File: src/rtl/riscv_soc_pkg.sv
// Shared RV_SoC definitions used by the instruction/data SRAM arbiter.
//   owner_t      : which requester owns the in-flight SRAM response
//   MAX_WAIT_DEF : default bound on consecutive denied fetch cycles
//   SRAM_LAT     : SRAM read latency in cycles; the arbiter's response
//                  tracking is one register deep and relies on this being 1
package riscv_soc_pkg;

    typedef enum logic [1:0] {
        OWN_NONE = 2'd0,
        OWN_I    = 2'd1,
        OWN_D    = 2'd2
    } owner_t;

    localparam int MAX_WAIT_DEF = 4;
    localparam int SRAM_LAT     = 1;

endpackage

File: src/rtl/mem_arbiter_if.sv
// Bundle of the fetch port, data port and SRAM port of mem_arbiter.
//   slave  : arbiter view (takes requests and SRAM read data, drives
//            grants, responses and the SRAM command)
//   master : environment view (core ports plus the SRAM macro)
interface mem_arbiter_if #(
    parameter int AW = 32,
    parameter int DW = 32
);
    // fetch port
    logic          i_req;
    logic [AW-1:0] i_addr;
    logic          i_gnt;
    logic          i_rvalid;
    logic [DW-1:0] i_rdata;
    // data port
    logic          d_req;
    logic          d_we;
    logic [3:0]    d_be;
    logic          d_lock;
    logic [AW-1:0] d_addr;
    logic [DW-1:0] d_wdata;
    logic          d_gnt;
    logic          d_rvalid;
    logic [DW-1:0] d_rdata;
    // SRAM port
    logic          m_en;
    logic          m_we;
    logic [3:0]    m_be;
    logic [AW-1:0] m_addr;
    logic [DW-1:0] m_wdata;
    logic [DW-1:0] m_rdata;

    modport slave (
        input  i_req, i_addr,
        output i_gnt, i_rvalid, i_rdata,
        input  d_req, d_we, d_be, d_lock, d_addr, d_wdata,
        output d_gnt, d_rvalid, d_rdata,
        output m_en, m_we, m_be, m_addr, m_wdata,
        input  m_rdata
    );

    modport master (
        output i_req, i_addr,
        input  i_gnt, i_rvalid, i_rdata,
        output d_req, d_we, d_be, d_lock, d_addr, d_wdata,
        input  d_gnt, d_rvalid, d_rdata,
        input  m_en, m_we, m_be, m_addr, m_wdata,
        output m_rdata
    );

endinterface

File: src/rtl/mem_arbiter.sv
// Shares one single-port synchronous SRAM between the instruction-fetch
// port and the data port of the core. One grant per cycle, data first,
// except that fetch is forced through after MAX_WAIT consecutive denials,
// and a locked data read reserves the following grant slot for data.
// Read data comes back one cycle after the grant, steered by resp_own.
// Ports:
//   clk  : clock
//   rst  : synchronous reset, active-low
//   bus  : mem_arbiter_if.slave (fetch, data and SRAM signals)
//   busy : a response is pending or the data lock is held
module mem_arbiter
    import riscv_soc_pkg::*;
#(
    parameter int AW       = 32,
    parameter int DW       = 32,
    parameter int MAX_WAIT = MAX_WAIT_DEF
) (
    input  logic               clk,
    input  logic               rst,
    mem_arbiter_if.slave       bus,
    output logic               busy
);

    localparam logic [3:0] MAXW = 4'(MAX_WAIT);

    if (MAX_WAIT < 1 || MAX_WAIT > 15) begin : g_bad_wait
        $error("mem_arbiter: MAX_WAIT must be 1..15");
    end
    if (SRAM_LAT != 1) begin : g_bad_lat
        $error("mem_arbiter: response tracking assumes SRAM_LAT == 1");
    end

    logic [3:0] starve_cnt;
    logic       lock_hold;
    owner_t     resp_own;
    logic       i_gnt;
    logic       d_gnt;

    // Byte offset of the data address is dropped; the requester traps
    // misaligned accesses before they get here.
    logic unused_addr_lsb;
    assign unused_addr_lsb = ^bus.d_addr[1:0];

    // Grant priority: lock, starvation override, data, fetch.
    always_comb begin
        i_gnt = 1'b0;
        d_gnt = 1'b0;
        if (rst) begin
            if (lock_hold)
                d_gnt = bus.d_req;       // fetch stays out even if data is idle
            else if (starve_cnt == MAXW && bus.i_req)
                i_gnt = 1'b1;
            else if (bus.d_req)
                d_gnt = 1'b1;
            else if (bus.i_req)
                i_gnt = 1'b1;
        end
    end

    // SRAM command mux; everything idles at zero when nobody is granted.
    always_comb begin
        bus.m_we    = 1'b0;
        bus.m_be    = 4'h0;
        bus.m_addr  = {AW{1'b0}};
        bus.m_wdata = {DW{1'b0}};
        if (d_gnt) begin
            bus.m_we    = bus.d_we;
            bus.m_be    = bus.d_we ? bus.d_be : 4'hF;
            bus.m_addr  = {2'b00, bus.d_addr[AW-1:2]};
            bus.m_wdata = bus.d_wdata;
        end else if (i_gnt) begin
            bus.m_be    = 4'hF;
            bus.m_addr  = bus.i_addr;
        end
    end

    always_ff @(posedge clk) begin
        if (!rst) begin
            starve_cnt <= 4'd0;
            lock_hold  <= 1'b0;
            resp_own   <= OWN_NONE;
        end else begin
            if (i_gnt)
                starve_cnt <= 4'd0;
            else if (bus.i_req && starve_cnt != MAXW)
                starve_cnt <= starve_cnt + 4'd1;

            // Any data grant ends the lock; only a locked read starts one.
            if (d_gnt)
                lock_hold <= !bus.d_we && bus.d_lock;

            resp_own <= d_gnt ? OWN_D : (i_gnt ? OWN_I : OWN_NONE);
        end
    end

    assign bus.i_gnt    = i_gnt;
    assign bus.d_gnt    = d_gnt;
    assign bus.m_en     = i_gnt | d_gnt;
    assign bus.i_rvalid = (resp_own == OWN_I);
    assign bus.d_rvalid = (resp_own == OWN_D);
    assign bus.i_rdata  = bus.m_rdata;
    assign bus.d_rdata  = bus.m_rdata;
    assign busy         = (resp_own != OWN_NONE) | lock_hold;

endmodule

File: src/flat_wrapper.sv
// flat-port wrapper written by rule: the top's interface ports become plain ports
module mem_arbiter_flat import riscv_soc_pkg::*;
#(
    parameter int AW       = 32,
    parameter int DW       = 32,
    parameter int MAX_WAIT = MAX_WAIT_DEF
)
  (clk, rst, busy, bus_i_req, bus_i_addr, bus_i_gnt, bus_i_rvalid, bus_i_rdata, bus_d_req, bus_d_we, bus_d_be, bus_d_lock, bus_d_addr, bus_d_wdata, bus_d_gnt, bus_d_rvalid, bus_d_rdata, bus_m_en, bus_m_we, bus_m_be, bus_m_addr, bus_m_wdata, bus_m_rdata);
  mem_arbiter_if #(.AW(AW), .DW(DW)) bus_i ();
  input  logic clk;
  input  logic rst;
  output logic busy;
  input wire logic [$bits(bus_i.i_req)-1:0] bus_i_req;
  input wire logic [$bits(bus_i.i_addr)-1:0] bus_i_addr;
  output wire logic [$bits(bus_i.i_gnt)-1:0] bus_i_gnt;
  output wire logic [$bits(bus_i.i_rvalid)-1:0] bus_i_rvalid;
  output wire logic [$bits(bus_i.i_rdata)-1:0] bus_i_rdata;
  input wire logic [$bits(bus_i.d_req)-1:0] bus_d_req;
  input wire logic [$bits(bus_i.d_we)-1:0] bus_d_we;
  input wire logic [$bits(bus_i.d_be)-1:0] bus_d_be;
  input wire logic [$bits(bus_i.d_lock)-1:0] bus_d_lock;
  input wire logic [$bits(bus_i.d_addr)-1:0] bus_d_addr;
  input wire logic [$bits(bus_i.d_wdata)-1:0] bus_d_wdata;
  output wire logic [$bits(bus_i.d_gnt)-1:0] bus_d_gnt;
  output wire logic [$bits(bus_i.d_rvalid)-1:0] bus_d_rvalid;
  output wire logic [$bits(bus_i.d_rdata)-1:0] bus_d_rdata;
  output wire logic [$bits(bus_i.m_en)-1:0] bus_m_en;
  output wire logic [$bits(bus_i.m_we)-1:0] bus_m_we;
  output wire logic [$bits(bus_i.m_be)-1:0] bus_m_be;
  output wire logic [$bits(bus_i.m_addr)-1:0] bus_m_addr;
  output wire logic [$bits(bus_i.m_wdata)-1:0] bus_m_wdata;
  input wire logic [$bits(bus_i.m_rdata)-1:0] bus_m_rdata;
  assign bus_i.i_req = bus_i_req;
  assign bus_i.i_addr = bus_i_addr;
  assign bus_i_gnt = bus_i.i_gnt;
  assign bus_i_rvalid = bus_i.i_rvalid;
  assign bus_i_rdata = bus_i.i_rdata;
  assign bus_i.d_req = bus_d_req;
  assign bus_i.d_we = bus_d_we;
  assign bus_i.d_be = bus_d_be;
  assign bus_i.d_lock = bus_d_lock;
  assign bus_i.d_addr = bus_d_addr;
  assign bus_i.d_wdata = bus_d_wdata;
  assign bus_d_gnt = bus_i.d_gnt;
  assign bus_d_rvalid = bus_i.d_rvalid;
  assign bus_d_rdata = bus_i.d_rdata;
  assign bus_m_en = bus_i.m_en;
  assign bus_m_we = bus_i.m_we;
  assign bus_m_be = bus_i.m_be;
  assign bus_m_addr = bus_i.m_addr;
  assign bus_m_wdata = bus_i.m_wdata;
  assign bus_i.m_rdata = bus_m_rdata;
  mem_arbiter #(.AW(AW), .DW(DW), .MAX_WAIT(MAX_WAIT)) u_core (.clk(clk), .rst(rst), .bus(bus_i), .busy(busy));
endmodule
File: config.mk
export PLATFORM = sky130hd
export DESIGN_NAME = mem_arbiter_flat
export DESIGN_NICKNAME = d
export VERILOG_FILES = /design/src/rtl/riscv_soc_pkg.sv /design/src/rtl/mem_arbiter_if.sv /design/src/rtl/mem_arbiter.sv /design/src/flat_wrapper.sv
export SDC_FILE = /design/constraint.sdc
export NUM_CORES = 1
export LEC_CHECK = 0
export BUFFER_PORTS_ARGS = -buffer_cell sky130_fd_sc_hd__buf_2
export CAP_MARGIN = 40
export CORE_AREA = 2 2 107 109
export DETAILED_ROUTE_END_ITERATION = 6
export DIE_AREA = 0 0 109 111
export SYNTH_ARGS = -nofsm -noshare
export SYNTH_HDL_FRONTEND = slang
export SYNTH_SLANG_ARGS = --single-unit
File: constraint.sdc
create_clock -name clk -period 1.95 [get_ports clk]
set_input_delay 0.2925 -clock clk [delete_from_list [all_inputs] [get_ports clk]]
set_output_delay 0.2925 -clock clk [all_outputs]
set_load 0.05 [all_outputs]
==> results.ini, run 1 <==
[layout]
seqCellArea_um2 = 143
multi_input_area_um2 = 1400
drive_above_1_share_pct = 57.5
diodes = 0
final_core_util_pct = 32.0
syn_to_final_growth_pct = 67.3
nNetsFinal = 567
nFillCells = 1171
stdcell_count = 569

[route]
wl_um = 8780
vias = 2568
ant_nets = 0
firstDrtPassIters = 4
drt-initial-drc-count = 83
wl_per_cell_um = 15.4
viasPerCell = 4.51
drc_errors = 0

[sta]
fin_ws_ns = -0.161
grt_setup_unrepaired = true
timing.final.max_slew_violations = 0
worstMarginPinSlew_ns = 0.359
period_needed_ns = 2.11
clock_skew_ns = 0.00500
fmax_mhz = 474
post-route-period-util_pct = 108
setup_violations = 64
whs_ns = 0.337
maxSlewHeadroom_pct = 76.0
hold_violations = 0

[min_path]
hp-class = input port to flop

[synthesis]
yosys_warnings = 0
ys_types = 32
synthCells = 304
yosys-top-cells-area = buf_4 (24%), o211a_1 (14%), o21a_1 (11%), and2_1 (10%), a21oi_1 (9.2%)
synth.top_cell.area_share_pct = 23.8
netlist_area_um2 = 2120
synth_nets = 444
avgSynthCellArea_um2 = 6.96
synthArstFlopShare_pct = 0
synth_edf_count = 0
yosys.area.top_type = buf_4
ys_seq_elements = 7
synth_flop_cell = dfxtp_1
ys_seq_area_share_pct = 6.62

[critical_path]
cp-start-kind = flop
required_ns = 1.66
worst_path_max_delay_cell = dfxtp_2
cp_max_fo = 7
slowest_delay_ns = 0.32
critPathArrivalTime_ns = 1.82
end_kind = primary output
worstPathCellList = inv_2 > ha_4 > and3b_4 > buf_4 > buf_8 > o211a_4 > o21a_1 > buf_6
criticalPathCategory = flop to primary output
reg2reg_slack_ns = 0.51

[die]
core_area_um2 = 11100
initial_core_util_pct = 19.1
die_w_um = 109
fp-row-count = 39
die_area_um2 = 12100
ios = 277
die_y_um = 111

[clocking]
clock_latency_ns = 0.23
cts_tree = built
h-tree-depth = 1
clk_pin_slew_worst_paths_ns = 0.04
cts_buffer_depth = 2
clock-root-buffer = clkbuf_16
cts.sinks = 7
numCtsBuffers = 3

[status]
violations = setup timing
status = finished with violations

[pwr]
peakVddDrop_v = 0.000354
leakage_nw = 1.97
p_per_area_nw_per_um2 = 383

[global_route]
grt_pass1_wl_um = 12600
first_global_vias = 2574
grt_max_degree = 61
gr-total-overflow = 0
track_usage_pct = 13.1
antenna_found_initial = 0

[placement]
portBuffers = 178
gp_congestion = 0.733
dpl.cell_count = 548
dp_hpwl_um = 6100

[run]
cap_viol_max_count = 0

[critical path: cells and delay by family (launching register included)]
family          cells  cell delay [ns]
compound gates      2             0.41
fa+ha+maj           1             0.15
buf+inv             4             0.47
flops               1             0.32
simple gates        1             0.23
[metal layers]
metal | global-route usage [%] | vias up | wire length (um)
li1 | - | 1224 | -
met1 | 12.2 | 1182 | 3040
met2 | 26.7 | 141 | 4800
met3 | 2.70 | 21 | 740
met4 | 4.62 | 0 | 202
met5 | 0 | - | 0
[cell usage in the layout (no fill, tap or decap), types with 2 or more instances in the layout]
master,Yosys,final
o211a_1,30,29
dfxtp_1,7,5
a21boi_0,2,2
nand3_1,2,2
nor2b_1,2,2
a21oi_1,39,30
o21ai_0,5,5
inv_2,0,2
nand2_1,33,33
inv_1,4,2
dfxtp_2,0,2
a21oi_2,0,8
o21a_1,30,30
or3_1,2,2
clkbuf_16,0,5
o2111ai_1,2,2
buf_2,12,108
and2_2,0,9
buf_12,0,6
and2_1,34,23
and3_1,2,2
nand3b_1,2,2
nor2_1,3,3
buf_6,5,57
buf_4,67,25
clkbuf_4,0,2
buf_8,0,9
and2_4,0,2
[timing repair]
item                                    4_1_cts  5_1_grt
gates resized for setup                     148       28
hold buffers                                  0        0
gates cloned                                  3        2
endpoints found under the setup margin       71       71
setup buffers                                 9        7
pin swaps                                    24        8
[Yosys cell counts, drive strengths merged (2+ instances only)]
master	instances
and2	34
nor2	3
buf	87
o211a	30
and3	2
nand3	2
clkbuf	6
o21a	30
dfxtp	7
or3	2
nor2b	3
o21ai	6
a21boi	3
nand3b	2
nand2	33
inv	4
ha	2
o2111ai	2
a21oi	39
[registers in the layout, indices dropped and copies added (netlist names)]
name	count
u_core.lock_hold	1
u_core.starve_cnt	4
u_core.resp_own	2
[cell families after synthesis]
group | synth area share, %
buffers and inverters | 31.8
AND/OR/NAND/NOR | 22.2
AO/OA/AOI/OAI | 38.2
adder cells (fa/ha/maj) | 1.18
flip-flops | 6.62
[stage by stage]
step	setup slack, ns	TNS [ns]	total power (W)	area, um^2
after floorplan	-0.154	-0.650	0.000992	2130
after global placement	0.0192	0	0.000864	2740
after detailed placement	-0.0000203	-0.0000203	0.000873	2740
after CTS	-0.152	-6.73	0.00134	3420
after global routing	-0.197	-10.56	0.00142	3540
final	-0.161	-6.66	0.00136	3540
[report_power, final]
| part | switching [W] | internal [W] | total (W) |
|---|---|---|---|
| Combinational | 0.000507 | 0.000345 | 0.000852 |
| Sequential | 0.00000490 | 0.000150 | 0.000155 |
| Clock | 0.0000763 | 0.000272 | 0.000348 |
| Total | 0.000588 | 0.000768 | 0.00136 |
[layout make-up]
| type | count | area share [%] |
|---|---|---|
| Multi-Input combinational cell | 200 | 39.6 |
| Timing Repair Buffer | 210 | 48.5 |
| Sequential cell | 7 | 4.03 |
| Tap cell | 143 | 5.05 |
| Clock buffer | 4 | 2.23 |
| Inverter | 5 | 0.530 |
[worst paths after layout]
| check | from | to | cells past startpoint |
|---|---|---|---|
| max | u_core.starve_cnt[0]$_SDFFE_PP0P_ | bus_m_addr[0] | 8 |
| min | bus_d_lock | u_core.lock_hold$_SDFFE_PN0N_ | 3 |
| max reg2reg | u_core.starve_cnt[0]$_SDFFE_PP0P_ | u_core.starve_cnt[0]$_SDFFE_PP0P_ | 7 |
| min reg2reg | u_core.starve_cnt[3]$_SDFFE_PP0P_ | u_core.starve_cnt[3]$_SDFFE_PP0P_ | 2 |
No activity file was read; power rests on OpenSTA's default activity.
==> run 2, diff against run 1 <==
--- a/config.mk
+++ b/config.mk
@@ -10,6 +10,7 @@
 export CORE_AREA = 2 2 107 109
 export DETAILED_ROUTE_END_ITERATION = 6
 export DIE_AREA = 0 0 109 111
+export SETUP_SLACK_MARGIN = 0.05
 export SYNTH_ARGS = -nofsm -noshare
 export SYNTH_HDL_FRONTEND = slang
 export SYNTH_SLANG_ARGS = --single-unit
==> results.ini, run 2 (synthesis results as in run 1) <==
[clocking]
numCtsBuffers = 3  ; unchanged
cts_buffer_depth = 2  ; unchanged
h-tree-depth = 1  ; unchanged
clock_latency_ns = 0.24  ; about the same
clock-root-buffer = clkbuf_16
cts.sinks = 7  ; unchanged
hold_buffers = 0  ; unchanged
clk_pin_slew_worst_paths_ns = 0.04  ; about the same
cts_tree = built

[placement]
dp_hpwl_um = 6190  ; +1.4%
portBuffers = 178  ; unchanged
gp_congestion = 0.751  ; +2.5%

[status]
status = finished with violations
violations = setup timing

[sta]
setup_violations = 63  ; -1.6%
maxSlewHeadroom_pct = 77.2  ; +1.1 points
post-route-period-util_pct = 107  ; -1.1 points
tns_ns = -4.48  ; +2.18 ns
hold_violations = 0  ; unchanged
grt_setup_unrepaired = true
period_needed_ns = 2.09  ; -0.0216 ns
timing.final.max_slew_violations = 0  ; unchanged
worstMarginPinSlew_ns = 0.342  ; -0.0164 ns
clock_skew_ns = 0.00173  ; -0.00327 ns
fin_ws_ns = -0.139  ; +0.0216 ns
fmax_mhz = 479  ; +1.0%

[critical_path]
cp_num_buf_inv = 3  ; -1
reg2reg_depth = 8  ; +1
required_ns = 1.66  ; about the same
r2r_end = u_core.starve_cnt[0]$_SDFFE_PP0P_
critPathArrivalTime_ns = 1.80  ; -0.02 ns
worstPathCellList = inv_2 > ha_4 > and3b_2 > buf_12 > o211a_1 > o21a_2 > buf_6
end_kind = primary output
cp-start-kind = flop
reg2reg_slack_ns = 0.36  ; -0.15 ns
worst_path_max_delay_cell = dfxtp_2
criticalPathCategory = flop to primary output
cp_max_fo = 10  ; +3
cp_top_family = compound AO/OA/AOI/OAI gates
r2r-start = u_core.starve_cnt[1]$_SDFFE_PP0P_
slowest_delay_ns = 0.33  ; about the same

[layout]
layout_common_cells = buf_2 (113), buf_6 (46), a21oi_1 (34), nand2_1 (33), o211a_1 (30)
regMostFlops = u_core.starve_cnt
nFillCells = 1140  ; -2.6%
nNetsFinal = 560  ; -1.2%
seqCellArea_um2 = 143  ; unchanged
multi_input_area_um2 = 1410  ; +0.45%
largest_reg_flops = 4  ; unchanged
drive_above_1_share_pct = 63.2  ; +5.7 points
final_common_cell = buf_2
diodes = 0  ; unchanged
largestRegisters = u_core.starve_cnt x4, u_core.resp_own x2, u_core.lock_hold x1
final_core_util_pct = 31.4  ; -0.56 points
syn_to_final_growth_pct = 64.3

[global_route]
grt_pass1_wl_um = 12500  ; -0.33%
gr-total-overflow = 0  ; unchanged
track_usage_pct = 13.3  ; +0.23 points
first_global_vias = 2488  ; -3.3%
grt_max_degree = 61  ; unchanged
antenna_found_initial = 0  ; unchanged

[run]
cap_viol_max_count = 0  ; unchanged

[die]
core_area_um2 = 11100  ; unchanged
ios = 277  ; unchanged
die_y_um = 111  ; unchanged
die_area_um2 = 12100  ; unchanged
initial_core_util_pct = 19.1  ; unchanged
fp-row-count = 39  ; unchanged
die_w_um = 109  ; unchanged

[route]
wl_um = 8810  ; +0.31%
wl_per_cell_um = 15.7  ; +1.6%
drt-initial-drc-count = 126  ; +52%
ant_nets = 0  ; unchanged
vias = 2619  ; +2.0%
drc_errors = 0  ; unchanged
firstDrtPassIters = 5  ; +1
viasPerCell = 4.66  ; +3.3%

[min_path]
worst_hold_path.endpoint = u_core.lock_hold$_SDFFE_PN0N_
min_path_cells = 3  ; unchanged
hp-class = input port to flop
min-delay-start = bus_d_lock

[pwr]
intPower_w = 0.000777  ; +1.2%
power_w = 0.00137  ; +1.3%
leakage_nw = 1.97  ; -0.27%
combPwrFrac_pct = 62.7  ; -0.2 points
seqPwrFrac_pct = 11.3  ; -0.2 points
peakVddDrop_v = 0.000258  ; -27%
p_per_area_nw_per_um2 = 395  ; +3.1%
switching_power_w = 0.000597  ; +1.5%
clkPwrFrac_pct = 26.0  ; +0.3 points
p_sw_share_pct = 43.4  ; +0.074 points

run 2: timing repair:
action / CTS / global route
gates resized for setup: 149 / 32
endpoints found under the setup margin: 71 / 71
gates cloned: 4 / 1
pin swaps: 4 / 13
buffers inserted: 5 / 4
run 2: final cells by class:
class	instances	share of cell area, %
flip-flops and latches	7	4.10
well taps	143	5.15
multi-input cells	200	40.5
repair buffers	203	47.4
clock buffers	4	2.27
inverters	5	0.540
run 2: per-layer routing:
layer,global-route usage [%],share of wire (%),vias up
met4,4.19,3.0,0
met3,2.12,8.6,33
met1,13.9,37,1202
met2,26.1,52,172
met5,0,0,-
li1,-,-,1212
run 2: power by group through the flow:
stage,Sequential (W),Combinational (W),Clock (W)
after floorplan,0.000156,0.000843,0
after global placement,0.000156,0.000709,0
after detailed placement,0.000157,0.000720,0
after CTS,0.000155,0.000829,0.000359
after global routing,0.000156,0.000909,0.000365
final,0.000156,0.000861,0.000357
run 2: worst max path at each step:
stage,from,to,cells after the start
detailed placement,u_core.starve_cnt[0]$_SDFFE_PP0P_,bus_m_addr[21],7
floorplan,u_core.starve_cnt[0]$_SDFFE_PP0P_,bus_m_be[0],6
global route,u_core.starve_cnt[0]$_SDFFE_PP0P_,bus_m_addr[13],7
global placement,u_core.starve_cnt[0]$_SDFFE_PP0P_,bus_m_addr[21],7
CTS,u_core.starve_cnt[0]$_SDFFE_PP0P_,bus_m_addr[12],8
finish,u_core.starve_cnt[1]$_SDFFE_PP0P_,bus_m_addr[29],7
run 2: metrics by stage:
step / instance area, um^2 / setup slack [ns] / instances / hold WS [ns]
after detailed placement: 2750 / -0.0161 / 548 / 0.470
after global routing: 3480 / -0.187 / 562 / 0.375
after CTS: 3410 / -0.200 / 561 / 0.328
after floorplan: 2160 / -0.154 / 304 / 0.442
after global placement: 2750 / 0.0127 / 548 / 0.458
final: 3480 / -0.139 / 562 / 0.328
run 2: worst min-delay path: stages:
cell and delay [ns]:
buf_2 0.08, o2111ai_1 0.10, nand2_1 0.06
==> run 3, diff against run 2 <==
--- a/config.mk
+++ b/config.mk
@@ -10,6 +10,7 @@
 export CORE_AREA = 2 2 107 109
 export DETAILED_ROUTE_END_ITERATION = 6
 export DIE_AREA = 0 0 109 111
+export REMOVE_ABC_BUFFERS = 1
 export SETUP_SLACK_MARGIN = 0.05
 export SYNTH_ARGS = -nofsm -noshare
 export SYNTH_HDL_FRONTEND = slang
==> results.ini, run 3 (synthesis results as in run 1) <==
[layout]
largestRegisters = u_core.starve_cnt x4, u_core.resp_own x2, u_core.lock_hold x1
nNetsFinal = 567  ; +1.3%
final_common_cell = buf_2
final_core_util_pct = 33.8  ; +2.4 points
largest_reg_flops = 4  ; unchanged
diodes = 0  ; unchanged
drive_above_1_share_pct = 61.5  ; -1.7 points
syn_to_final_growth_pct = 76.9
layout_common_cells = buf_2 (107), buf_6 (53), nand2_1 (33), o211a_1 (30), o21a_1 (30)
nFillCells = 1148  ; +0.70%
regMostFlops = u_core.starve_cnt

[status]
status = finished with violations
violations = setup timing

[route]
drt-initial-drc-count = 187  ; +48%
ant_nets = 0  ; unchanged
wl_um = 13700  ; +55%
vias = 2712  ; +3.6%
viasPerCell = 4.77  ; +2.3%
drc_errors = 0  ; unchanged
wl_per_cell_um = 24.0  ; +53%
firstDrtPassIters = 4  ; -1

[critical_path]
required_ns = 1.66  ; about the same
end_kind = primary output
criticalPathCategory = flop to primary output
cp-start-kind = flop
cp_max_fo = 7  ; -3
reg2reg_depth = 8  ; unchanged
critPathArrivalTime_ns = 1.83  ; +0.03 ns

[global_route]
grt_max_degree = 55  ; -9.8%
antenna_found_initial = 0  ; unchanged
gr-total-overflow = 0  ; unchanged
first_global_vias = 2744  ; +10%
grt_pass1_wl_um = 18700  ; +49%
track_usage_pct = 21.4  ; +8.2 points

[die]
core_area_um2 = 11100  ; unchanged
fp-row-count = 39  ; unchanged
die_y_um = 111  ; unchanged
ios = 277  ; unchanged
die_w_um = 109  ; unchanged
initial_core_util_pct = 19.1  ; unchanged
die_area_um2 = 12100  ; unchanged

[placement]
portBuffers = 178  ; unchanged
dp_hpwl_um = 11000  ; +77%
post-place-ws_ns = 0.0271  ; +0.0431 ns
gp_congestion = 0.909  ; +21%

[clocking]
hold_buffers = 0  ; unchanged
numCtsBuffers = 3  ; unchanged
h-tree-depth = 1  ; unchanged
cts.sinks = 7  ; unchanged
clock-root-buffer = clkbuf_16
cts_tree = built
cts_buffer_depth = 2  ; unchanged
clock_latency_ns = 0.23  ; about the same
clk_pin_slew_worst_paths_ns = 0.04  ; about the same

[sta]
timing.final.max_slew_violations = 0  ; unchanged
worstMarginPinSlew_ns = 0.386  ; +0.0439 ns
grt_setup_unrepaired = true
setup_violations = 66  ; +4.8%
tns_ns = -8.16  ; -3.68 ns
maxSlewHeadroom_pct = 74.0  ; -3.2 points
whs_ns = 0.358  ; +0.0291 ns
period_needed_ns = 2.12  ; +0.0292 ns
fin_ws_ns = -0.169  ; -0.0292 ns
clock_skew_ns = 0.000797  ; -0.000933 ns
fmax_mhz = 472  ; -1.4%
post-route-period-util_pct = 109  ; +1.5 points
hold_violations = 0  ; unchanged

[pwr]
p_per_area_nw_per_um2 = 379  ; -4.1%
peakVddDrop_v = 0.000336  ; +30%
leakage_nw = 2.02  ; +2.7%

[min_path]
hp-class = input port to flop
min_path_cells = 3  ; unchanged

[run]
cap_viol_max_count = 0  ; unchanged

run 3: changes by cell type in the layout (fill, tap and decap cells not counted), sizes merged:
cell | previous run | this run
clkbuf | 4 | 5
clkinv | 1 | 0
and3b | 2 | 1
clkinvlp | 0 | 1
buf | 203 | 210
run 3: power by group:
part / internal [W] / switching, W
Clock: 0.000272 / 0.0000821
Sequential: 0.000151 / 0.00000530
Combinational: 0.000372 / 0.000536
Total: 0.000795 / 0.000623
run 3: per-layer routing:
metal / track usage, % / wire (um) / up-vias
li1: - / - / 1222
met1: 21.1 / 4560 / 1262
met2: 32.6 / 5940 / 205
met3: 17.5 / 2520 / 21
met4: 8.03 / 566 / 2
met5: 5.80 / 81 / -
run 3: area by class of cell:
class | instances | area, um^2 | share of cell area, %
clock buffer | 4 | 78.8 | 2.11
inverter | 5 | 22.5 | 0.602
multi-input combinational | 199 | 1500 | 40.0
sequential | 7 | 143 | 3.81
tap | 143 | 179 | 4.78
timing repair buffer | 211 | 1820 | 48.7
run 3: worst paths after layout:
path	startpoint	endpoint	slack, ns
hold / removal	bus_d_lock	u_core.lock_hold$_SDFFE_PN0N_	0.36
setup / recovery	u_core.starve_cnt[1]$_SDFFE_PP0P_	bus_m_addr[18]	-0.17
setup reg to reg	u_core.starve_cnt[1]$_SDFFE_PP0P_	u_core.starve_cnt[0]$_SDFFE_PP0P_	0.41
hold reg to reg	u_core.starve_cnt[3]$_SDFFE_PP0P_	u_core.starve_cnt[3]$_SDFFE_PP0P_	0.48
run 3: timing repair:
item	CTS	global route
buffers inserted	6	3
cloned	3	1
pin swaps	26	23
resized for setup	183	39
hold endpoints to repair	0	0
setup endpoints to repair	71	72
run 3: metrics by stage:
stage	instance area (um^2)	total power (W)	std cells
final	3740	0.00142	569
after global routing	3740	0.00148	569
after CTS	3590	0.00138	566
after detailed placement	2740	0.000877	553
after global placement	2740	0.000869	553
after floorplan	1460	0.000599	211
run 3: critical path, stage by stage (launching register included):
cell     delay [ns]
dfxtp_2        0.33
inv_2          0.05
ha_4           0.15
and3b_4        0.21
buf_12         0.14
buf_12         0.13
o211a_1        0.22
o21a_1         0.20
buf_6          0.15
